<file path="config.mk">
export PLATFORM = sky130hd
export DESIGN_NAME = uart_frame_rx
export DESIGN_NICKNAME = d
export VERILOG_FILES = /design/src/rtl/uart_pkg.sv /design/src/rtl/sync_2ff.sv /design/src/rtl/uart_frame_rx.sv
export SDC_FILE = /design/constraint.sdc
export NUM_CORES = 1
export LEC_CHECK = 0
export BUFFER_PORTS_ARGS = -buffer_cell sky130_fd_sc_hd__buf_2
export CORE_MARGIN = 5
export CORE_UTILIZATION = 50
export DETAILED_ROUTE_END_ITERATION = 7
export GPL_ROUTABILITY_DRIVEN = 0
export HOLD_SLACK_MARGIN = 0.1
export PLACE_DENSITY_LB_ADDON = 0.05
export SLEW_MARGIN = 5
export SYNTH_ARGS = -nofsm -noshare
export SYNTH_HDL_FRONTEND = slang
export SYNTH_SLANG_ARGS = --single-unit
export TNS_END_PERCENT = 50
</file>
<file path="constraint.sdc">
create_clock -name clk -period 6.35 [get_ports clk]
set_input_delay 1.27 -clock clk [delete_from_list [all_inputs] [get_ports clk]]
set_output_delay 1.27 -clock clk [all_outputs]
set_load 0.05 [all_outputs]
</file>
<file path="src/rtl/uart_pkg.sv">
// uart_pkg: shared definitions for the UART receive path.
//   rx_state_t : receiver FSM states
//   MID_TICK   : oversample tick at the centre of the start bit
//   LAST_TICK  : oversample tick at the centre of a data/parity bit
//                (counted from the centre of the previous bit)
package uart_pkg;

  typedef enum logic [2:0] {
    IDLE,
    START,
    DATA,
    PARITY,
    STOP
  } rx_state_t;

  localparam logic [4:0] MID_TICK  = 5'd7;
  localparam logic [4:0] LAST_TICK = 5'd15;

endpackage

</file>
<file path="src/rtl/sync_2ff.sv">
// sync_2ff: two-flop synchronizer for a single asynchronous input.
// Ports:
//   clk  in  destination clock
//   rst  in  synchronous active-high reset; both flops load RST_VAL
//   d    in  asynchronous input
//   q    out synchronized output (2 clk latency)
module sync_2ff #(
  parameter logic RST_VAL = 1'b1
) (
  input  logic clk,
  input  logic rst,
  input  logic d,
  output logic q
);

  logic meta_reg;
  logic sync_reg;

  always_ff @(posedge clk) begin
    if (rst) begin
      meta_reg <= RST_VAL;
      sync_reg <= RST_VAL;
    end else begin
      meta_reg <= d;
      sync_reg <= meta_reg;
    end
  end

  assign q = sync_reg;

endmodule

</file>
<file path="src/rtl/uart_frame_rx.sv">
// uart_frame_rx: 16x-oversampled UART receiver with optional parity,
// framing-error and break detection, and a one-word valid/ready output
// register that reports dropped words as overrun.
// Ports:
//   clk         in   clock
//   rst         in   synchronous active-high reset
//   s_tick      in   one-cycle strobe at 16x baud
//   rx          in   asynchronous serial line, idle high
//   dout        out  received word, LSB = first bit on the line
//   dout_valid  out  dout and the error flags hold an unconsumed word
//   dout_ready  in   consumer accepts the word
//   parity_err  out  parity mismatch for the word in dout
//   frame_err   out  stop bit was low for the word in dout
//   overrun     out  one-cycle pulse: a completed word was dropped
//   break_det   out  one-cycle pulse: break frame seen
module uart_frame_rx
  import uart_pkg::*;
#(
  parameter int DBIT       = 8,
  parameter int SB_Tick    = 16,
  parameter int PARITY_EN  = 0,
  parameter int PARITY_ODD = 0
) (
  input  logic            clk,
  input  logic            rst,
  input  logic            s_tick,
  input  logic            rx,
  output logic [DBIT-1:0] dout,
  output logic            dout_valid,
  input  logic            dout_ready,
  output logic            parity_err,
  output logic            frame_err,
  output logic            overrun,
  output logic            break_det
);

  localparam int             BW        = (DBIT > 1) ? $clog2(DBIT) : 1;
  localparam logic [BW-1:0]  LAST_BIT  = BW'(DBIT - 1);
  localparam logic [4:0]     STOP_LAST = 5'(SB_Tick - 1);
  localparam logic           ODD_BIT   = (PARITY_ODD != 0);
  localparam logic           HAS_PAR   = (PARITY_EN != 0);

  // line synchronization and falling-edge detection
  logic rx_sync;
  logic rx_prev_reg;

  sync_2ff #(.RST_VAL(1'b1)) u_sync (
    .clk (clk),
    .rst (rst),
    .d   (rx),
    .q   (rx_sync)
  );

  always_ff @(posedge clk) begin
    if (rst) rx_prev_reg <= 1'b1;
    else     rx_prev_reg <= rx_sync;
  end

  // receiver FSM
  rx_state_t       state_reg,   state_next;
  logic [4:0]      tick_reg,    tick_next;
  logic [BW-1:0]   bit_reg,     bit_next;
  logic [DBIT-1:0] shift_reg,   shift_next;
  logic            par_bit_reg, par_bit_next;
  logic            par_err_reg, par_err_next;
  logic            stop_done;

  always_ff @(posedge clk) begin
    if (rst) begin
      state_reg   <= IDLE;
      tick_reg    <= '0;
      bit_reg     <= '0;
      shift_reg   <= '0;
      par_bit_reg <= 1'b0;
      par_err_reg <= 1'b0;
    end else begin
      state_reg   <= state_next;
      tick_reg    <= tick_next;
      bit_reg     <= bit_next;
      shift_reg   <= shift_next;
      par_bit_reg <= par_bit_next;
      par_err_reg <= par_err_next;
    end
  end

  always_comb begin
    state_next   = state_reg;
    tick_next    = tick_reg;
    bit_next     = bit_reg;
    shift_next   = shift_reg;
    par_bit_next = par_bit_reg;
    par_err_next = par_err_reg;
    stop_done    = 1'b0;

    case (state_reg)
      IDLE: begin
        // edge rather than level, so a line stuck low cannot restart a frame
        if (rx_prev_reg && !rx_sync) begin
          state_next   = START;
          tick_next    = '0;
          bit_next     = '0;
          par_bit_next = 1'b0;
          par_err_next = 1'b0;
        end
      end

      START: begin
        if (s_tick) begin
          if (tick_reg == MID_TICK) begin
            tick_next  = '0;
            bit_next   = '0;
            // high at mid start bit means the edge was a glitch
            state_next = rx_sync ? IDLE : DATA;
          end else begin
            tick_next = tick_reg + 5'd1;
          end
        end
      end

      DATA: begin
        if (s_tick) begin
          if (tick_reg == LAST_TICK) begin
            tick_next  = '0;
            shift_next = {rx_sync, shift_reg[DBIT-1:1]};
            if (bit_reg == LAST_BIT) begin
              bit_next   = '0;
              state_next = HAS_PAR ? PARITY : STOP;
            end else begin
              bit_next = bit_reg + BW'(1);
            end
          end else begin
            tick_next = tick_reg + 5'd1;
          end
        end
      end

      PARITY: begin
        if (s_tick) begin
          if (tick_reg == LAST_TICK) begin
            par_bit_next = rx_sync;
            par_err_next = (^shift_reg) ^ rx_sync ^ ODD_BIT;
            tick_next    = '0;
            bit_next     = '0;
            state_next   = STOP;
          end else begin
            tick_next = tick_reg + 5'd1;
          end
        end
      end

      STOP: begin
        if (s_tick) begin
          if (tick_reg == STOP_LAST) begin
            stop_done  = 1'b1;
            tick_next  = '0;
            bit_next   = '0;
            state_next = IDLE;
          end else begin
            tick_next = tick_reg + 5'd1;
          end
        end
      end

      default: begin
        state_next = IDLE;
        tick_next  = '0;
        bit_next   = '0;
      end
    endcase
  end

  // frame classification at the stop sample
  logic is_break;
  logic deliver;

  assign is_break = stop_done && !rx_sync && (shift_reg == '0) && !par_bit_reg;
  assign deliver  = stop_done && !is_break;

  // output register
  logic [DBIT-1:0] dout_reg;
  logic            valid_reg;
  logic            perr_reg;
  logic            ferr_reg;
  logic            ovr_reg;
  logic            brk_reg;

  always_ff @(posedge clk) begin
    if (rst) begin
      dout_reg  <= '0;
      valid_reg <= 1'b0;
      perr_reg  <= 1'b0;
      ferr_reg  <= 1'b0;
      ovr_reg   <= 1'b0;
      brk_reg   <= 1'b0;
    end else begin
      ovr_reg <= 1'b0;
      brk_reg <= is_break;
      if (deliver) begin
        // a same-cycle consume frees the slot for the new word
        if (!valid_reg || dout_ready) begin
          dout_reg  <= shift_reg;
          perr_reg  <= par_err_reg;
          ferr_reg  <= !rx_sync;
          valid_reg <= 1'b1;
        end else begin
          ovr_reg <= 1'b1;
        end
      end else if (valid_reg && dout_ready) begin
        valid_reg <= 1'b0;
      end
    end
  end

  assign dout       = dout_reg;
  assign dout_valid = valid_reg;
  assign parity_err = perr_reg;
  assign frame_err  = ferr_reg;
  assign overrun    = ovr_reg;
  assign break_det  = brk_reg;

endmodule

</file>
# ---- Word level (Yosys, flattened, before mapping)
# Cells that the tools add are included.
dict set report totals {
  reg_bits 37
  latch_bits 0
  ram_bits 0
  rom_bits 0
  out_inout_bits 13
  wordCells 105
  mem_count 0
}
dict set report classes {
  n_addsub 2
  multipliers 0
  div 0
  magnitude_cmp 0
  eq_ne 21
  n_shift 0
  muxes 39
  n_bitwise 2
  reduce_logical 26
}
# cell n
set op_table {}
lappend op_table {{3-bit two-way mux} 16}
lappend op_table {{5-bit two-way mux} 5}
lappend op_table {{2-bit != test, second input constant} 10}
lappend op_table {{3-bit one-hot mux with 5 select lines} 1}
lappend op_table {{5-bit one-hot mux with 3 select lines} 1}
lappend op_table {{1-bit two-way mux} 12}
lappend op_table {{3-bit one-hot mux with 4 select lines} 1}
lappend op_table {{10-bit AND reduction} 1}
lappend op_table {{8-bit zero test} 1}
lappend op_table {{2-bit by 1-bit != test with 1-bit output, second input constant} 4}
lappend op_table {{8-bit XOR reduction} 1}
lappend op_table {{7-bit AND reduction} 1}
lappend op_table {{3-bit by 2-bit == test with 1-bit output, second input constant} 2}
lappend op_table {{3-bit == test, second input constant} 2}
lappend op_table {{1-bit logical AND} 6}
lappend op_table {{3-bit AND reduction} 2}
lappend op_table {{5-bit by 1-bit adder with 5-bit output, second input constant} 1}
lappend op_table {{5-bit by 3-bit == test with 1-bit output, second input constant} 1}
lappend op_table {{5-bit by 4-bit == test with 1-bit output, second input constant} 1}
lappend op_table {{1-bit zero test} 4}
lappend op_table {{1-bit one-hot mux with 2 select lines} 2}
lappend op_table {{2-bit AND reduction} 2}
lappend op_table {{4-bit AND reduction} 1}
lappend op_table {{2-bit nonzero test} 2}
lappend op_table {{other kinds (9)} 10}

# ---- Longest topological paths before layout
dict set report depth {
  word_depth 11
  depth_mapped 10
  depth_no_buf 8
}

# ---- By module
# Synthesis repeated with hierarchy kept, for this count alone.
dict set report hier_totals {
  hier_cells 211
  hier_area_um2 1806.7
}
# module n_inst cells_each area_per_inst_um2 seq_area_each_um2
set by_module_without_submodules {}
lappend by_module_without_submodules {uart_frame_rx 1 207 1754.2 700.7}
lappend by_module_without_submodules {sync_2ff 1 4 52.6 40.0}

# ---- Least setup slack after synthesis
# No wires, ideal clock.
dict set report synth_timing {
  kind {input-to-reg}
  start {input port s_tick}
  end {register bit_reg[2]}
  arrival_ns 2.468
  t_required_ns 6.280
  path_slack_ns 3.811
  path_stages 6
  path_buffers 1
  path_cell_list {and2_1 clkbuf_1 o21ai_0 o31a_4 or4b_1 a21oi_1}
}
dict set report synth_via {
  elab_chain_len 2
  elab_cells_between_ends 4
  classes_between {eq/ne (3); reduce/logical (1)}
}
# element line
set synth_lines {}
lappend synth_lines {{start: declaration} uart_frame_rx.sv:26} ;# input logic s_tick,
lappend synth_lines {{2-bit by 1-bit != test with 1-bit output (no source line) or 2-bit != test (tied branches)} n/a}
lappend synth_lines {{7-bit AND reduction (no source line) *} n/a}
lappend synth_lines {{end signal: assignment} uart_frame_rx.sv:79} ;# bit_reg <= bit_next;
lappend synth_lines {{end: declaration} uart_frame_rx.sv:62} ;# logic [BW-1:0] bit_reg, bit_next;
# Every way passes the cells marked *; elsewhere a longest branch is shown, timed or not.
# A chain may end at the register's enable or synchronous reset.

# ---- Final worst setup path
dict set report layout_timing {
  start {register tick_reg[0]}
  end {register bit_reg[2]}
}
dict set report layout_via {
  elab_chain_len 3
  elab_cells_between_ends 6
  classes_between {eq/ne (5); reduce/logical (1)}
}
# element line
set layout_lines {}
lappend layout_lines {{start: declaration} uart_frame_rx.sv:61} ;# logic [4:0] tick_reg, tick_next;
lappend layout_lines {{start signal: assignment} uart_frame_rx.sv:78} ;# tick_reg <= tick_next;
lappend layout_lines {{5-bit by 4-bit == test with 1-bit output or 5-bit by 3-bit == test with 1-bit output (tied branches)} n/a}
lappend layout_lines {{2-bit by 1-bit != test with 1-bit output (no source line) or 2-bit != test (tied branches)} n/a}
lappend layout_lines {{7-bit AND reduction (no source line) *} n/a}
# Marks and branches as above.

==> summary.md <==
| Metric | Value |
|---|---|
| WS Path Type | reg2reg |
| Leakage | between 0.7 and 0.8 nW |
| Synth warn | 0 |
| Clock slew at reported path FFs | 0.13 ns |
| Post-synth EDFFs | 0 |
| Die H | 69.49 µm |
| Final Hold Fails | 0 |
| Vias in the first global route | around 1400 |
| Routed WL per cell | between 10 and 15 µm |
| Fmax | 0.4189 GHz |
| Syn Area/Cell | just under 9 µm² |
| Status | finished clean |
| Grt met3 use | 4.493% |
| Via Count | 1417 |
| WL final | about 3500 µm |
| # setup viols final | 0 |
| Overflow after GRT | 0 |
| Multi-input logic area | slightly above 900 µm² |
| Setup TNS Final | 0 ns |
| Total GRT Usage | ~16% |
| H-tree Lvls | 2 |
| Share of layout cells above drive strength 1 | a little under a fifth |
| Final Power | 0.0004706 W |
| Final ANT Viol Nets | 0 |
| Gate Count Post-Synth | just over 200 |
| Number of vias per cell | around 5.4 |
| Final period util | a little under two fifths |
| PortBufs | 17 |
| Slew @ Worst Pin | 0.8176 ns |
| Met2 global-route usage | roughly 25% |
| Worst-skew pair later-pin latency | approximately 0.35 ns |
| Crit path capture type | flop |
| Root buf cell | clkbuf_4 |
| Chip Width | about 69 µm |
| Core Region | about 3400 µm² |
| Worst path required time | roughly 6.6 ns |
| Nets@finish | around 230 |
| First-pass GRT wire length | 6306 µm |
| Drt initial violations | 56 |
| Worst vdd ir | roughly 0.00013 V |
| M1 GR Usage | around a fifth |
| Unique masters post-synth | between 40 and 50 |
| Largest net degree at the start of global routing | 39 |
| Syn_nets | about 220 |
| Synth Register Bits | 37 |
| MaxCap Viol Count | 0 |
| Setup repair bufs after CTS | 0 |
| Post-detail-place hpwl | 2537 µm |
| Initial antenna violation count | 0 |
| Layout area overhead | 11.17% |
| Ports | 18 |
| Count of hold-fix buffers inserted at cts | 0 |
| Die area | about 4800 µm² |
| Power per cell area | 239.2 nW/µm² |
| Asr flop ratio synth | 0% |
| Sink Count | 37 |
| Slew Viols, Final | 0 |
| Relative slew slack | between 40% and 50% |
| Core Rows | 21 |
| DRT Pass-1 Iters | 4 |
| Initial Utilization | between 50% and 60% |
| WP data arrival | ~2.7 ns |
| Post-synthesis cell area | 1769 µm² |
| CTS tree | built |
| Fin Hold WS | 0.4485 ns |
| Worst clock skew | approximately 0.019 ns |
| CP max FO | 10 |
| Worst min path class | reg2reg |
| Num CTS Buffers | 5 |
| Gr busiest metal | met2 |
| Startpoint Class | flop |
| RSZ-0062 raised after global routing | no |
| Most used DFF post-synth | dfxtp_1 |
| Fraction of the yosys area taken by sequential cells | 41.87% |
| Post-CTS sizing | 0 |
| Residual DRC | 0 |
| Filler cell count | 326 |
| CTS max path bufs | 2 |
| Clock period minus final worst setup slack | 2.387 ns |
| FF+latch area | about 740 µm² |
| Diodes inserted | 0 |
## area by class of cell
| cell class | count | area share, % |
|---|---|---|
| Sequential cell | 37 | 37.66 |
| Inverter | 12 | 2.290 |
| Clock inverter | 3 | 3.499 |
| Multi-Input combinational cell | 143 | 47.01 |
| Clock buffer | 5 | 1.908 |
| Timing Repair Buffer | 18 | 4.707 |
| Tap cell | 46 | 2.926 |
## cell families after synthesis
logic type / share of synthesized area, %
adder cells (fa/ha/maj): 6.365
buffers and inverters: 5.870
AO/OA/AOI/OAI: 14.57
multiplexers: 5.092
flip-flops: 41.87
AND/OR/NAND/NOR: 24.26
XOR/XNOR: 1.980
## Yosys cell counts (2+ instances only)
master | instances | area [µm²]
nand3_1 | 3 | 15.01
nand4_1 | 3 | 18.77
nor2_1 | 35 | 131.4
or3b_2 | 2 | 17.52
ha_1 | 9 | 112.6
a31oi_1 | 2 | 12.51
clkbuf_1 | 7 | 26.28
nand2_1 | 11 | 41.29
nor3_1 | 3 | 15.01
or2_2 | 5 | 31.28
nand2b_1 | 5 | 31.28
inv_1 | 12 | 45.04
dfxtp_1 | 37 | 740.7
o21ai_0 | 5 | 25.02
xnor2_1 | 4 | 35.03
buf_6 | 2 | 22.52
mux2i_1 | 9 | 90.09
a21oi_1 | 20 | 100.1
buf_2 | 2 | 10.01
nor4_1 | 3 | 18.77
or4b_1 | 2 | 20.02
## worst max-delay path, cell delays in order (launching register included)
cell,delay (ns)
dfxtp_1,0.39
ha_1,0.22
and3_1,0.20
ha_1,0.18
nand2b_1,0.13
o21ai_1,0.15
o31a_4,0.41
or4b_1,0.51
a21oi_1,0.15
## per-layer routing
metal / vias up / part of all wire (%) / wire, µm
met5: - / 0 / 0
met4: 0 / 1.7 / 61
met3: 7 / 4.0 / 139
met2: 26 / 44 / 1545
met1: 662 / 50 / 1746
li1: 722 / - / -
## final timing paths
kind,start,to,slack (ns),cells after the start
worst min register to register,u_sync.meta_reg,u_sync.q,0.45,1
worst min-delay path,u_sync.meta_reg,u_sync.q,0.45,1
worst max register to register,tick_reg[0],bit_reg[2],3.96,8
worst max-delay path,tick_reg[0],bit_reg[2],3.96,8
## through the flow
stage | setup WS [ns] | instances | utilization, % | instance area [µm²]
global placement | 3.740 | 256 | 54.89 | 1861
CTS | 3.983 | 264 | 58.03 | 1967
detailed placement | 3.688 | 256 | 54.89 | 1861
floorplan | 3.811 | 203 | - | 1769
finish | 3.963 | 264 | 58.03 | 1967
global route | 3.711 | 264 | 58.03 | 1967
## power breakdown
| part | total [W] | internal [W] | switching (W) |
|---|---|---|---|
| clock network | 0.000208 | 0.000124 | 0.0000840 |
| registers | 0.000238 | 0.000234 | 0.00000423 |
| logic | 0.0000243 | 0.00000926 | 0.0000150 |
| total | 0.000471 | 0.000367 | 0.000103 |
## placed cells by master (no fill, tap or decap), types with 3 or more instances in the layout
master	count
dfxtp_1	37
nor2_1	35
a21oi_1	20
buf_2	17
inv_1	12
nand2_1	11
mux2i_1	9
ha_1	9
or2_2	5
nand2b_1	5
o21ai_0	5
clkbuf_4	5
xnor2_1	4
nand4_1	3
nor3_1	3
nor4_1	3
nand3_1	3
No activity file was read; power rests on OpenSTA's default activity.
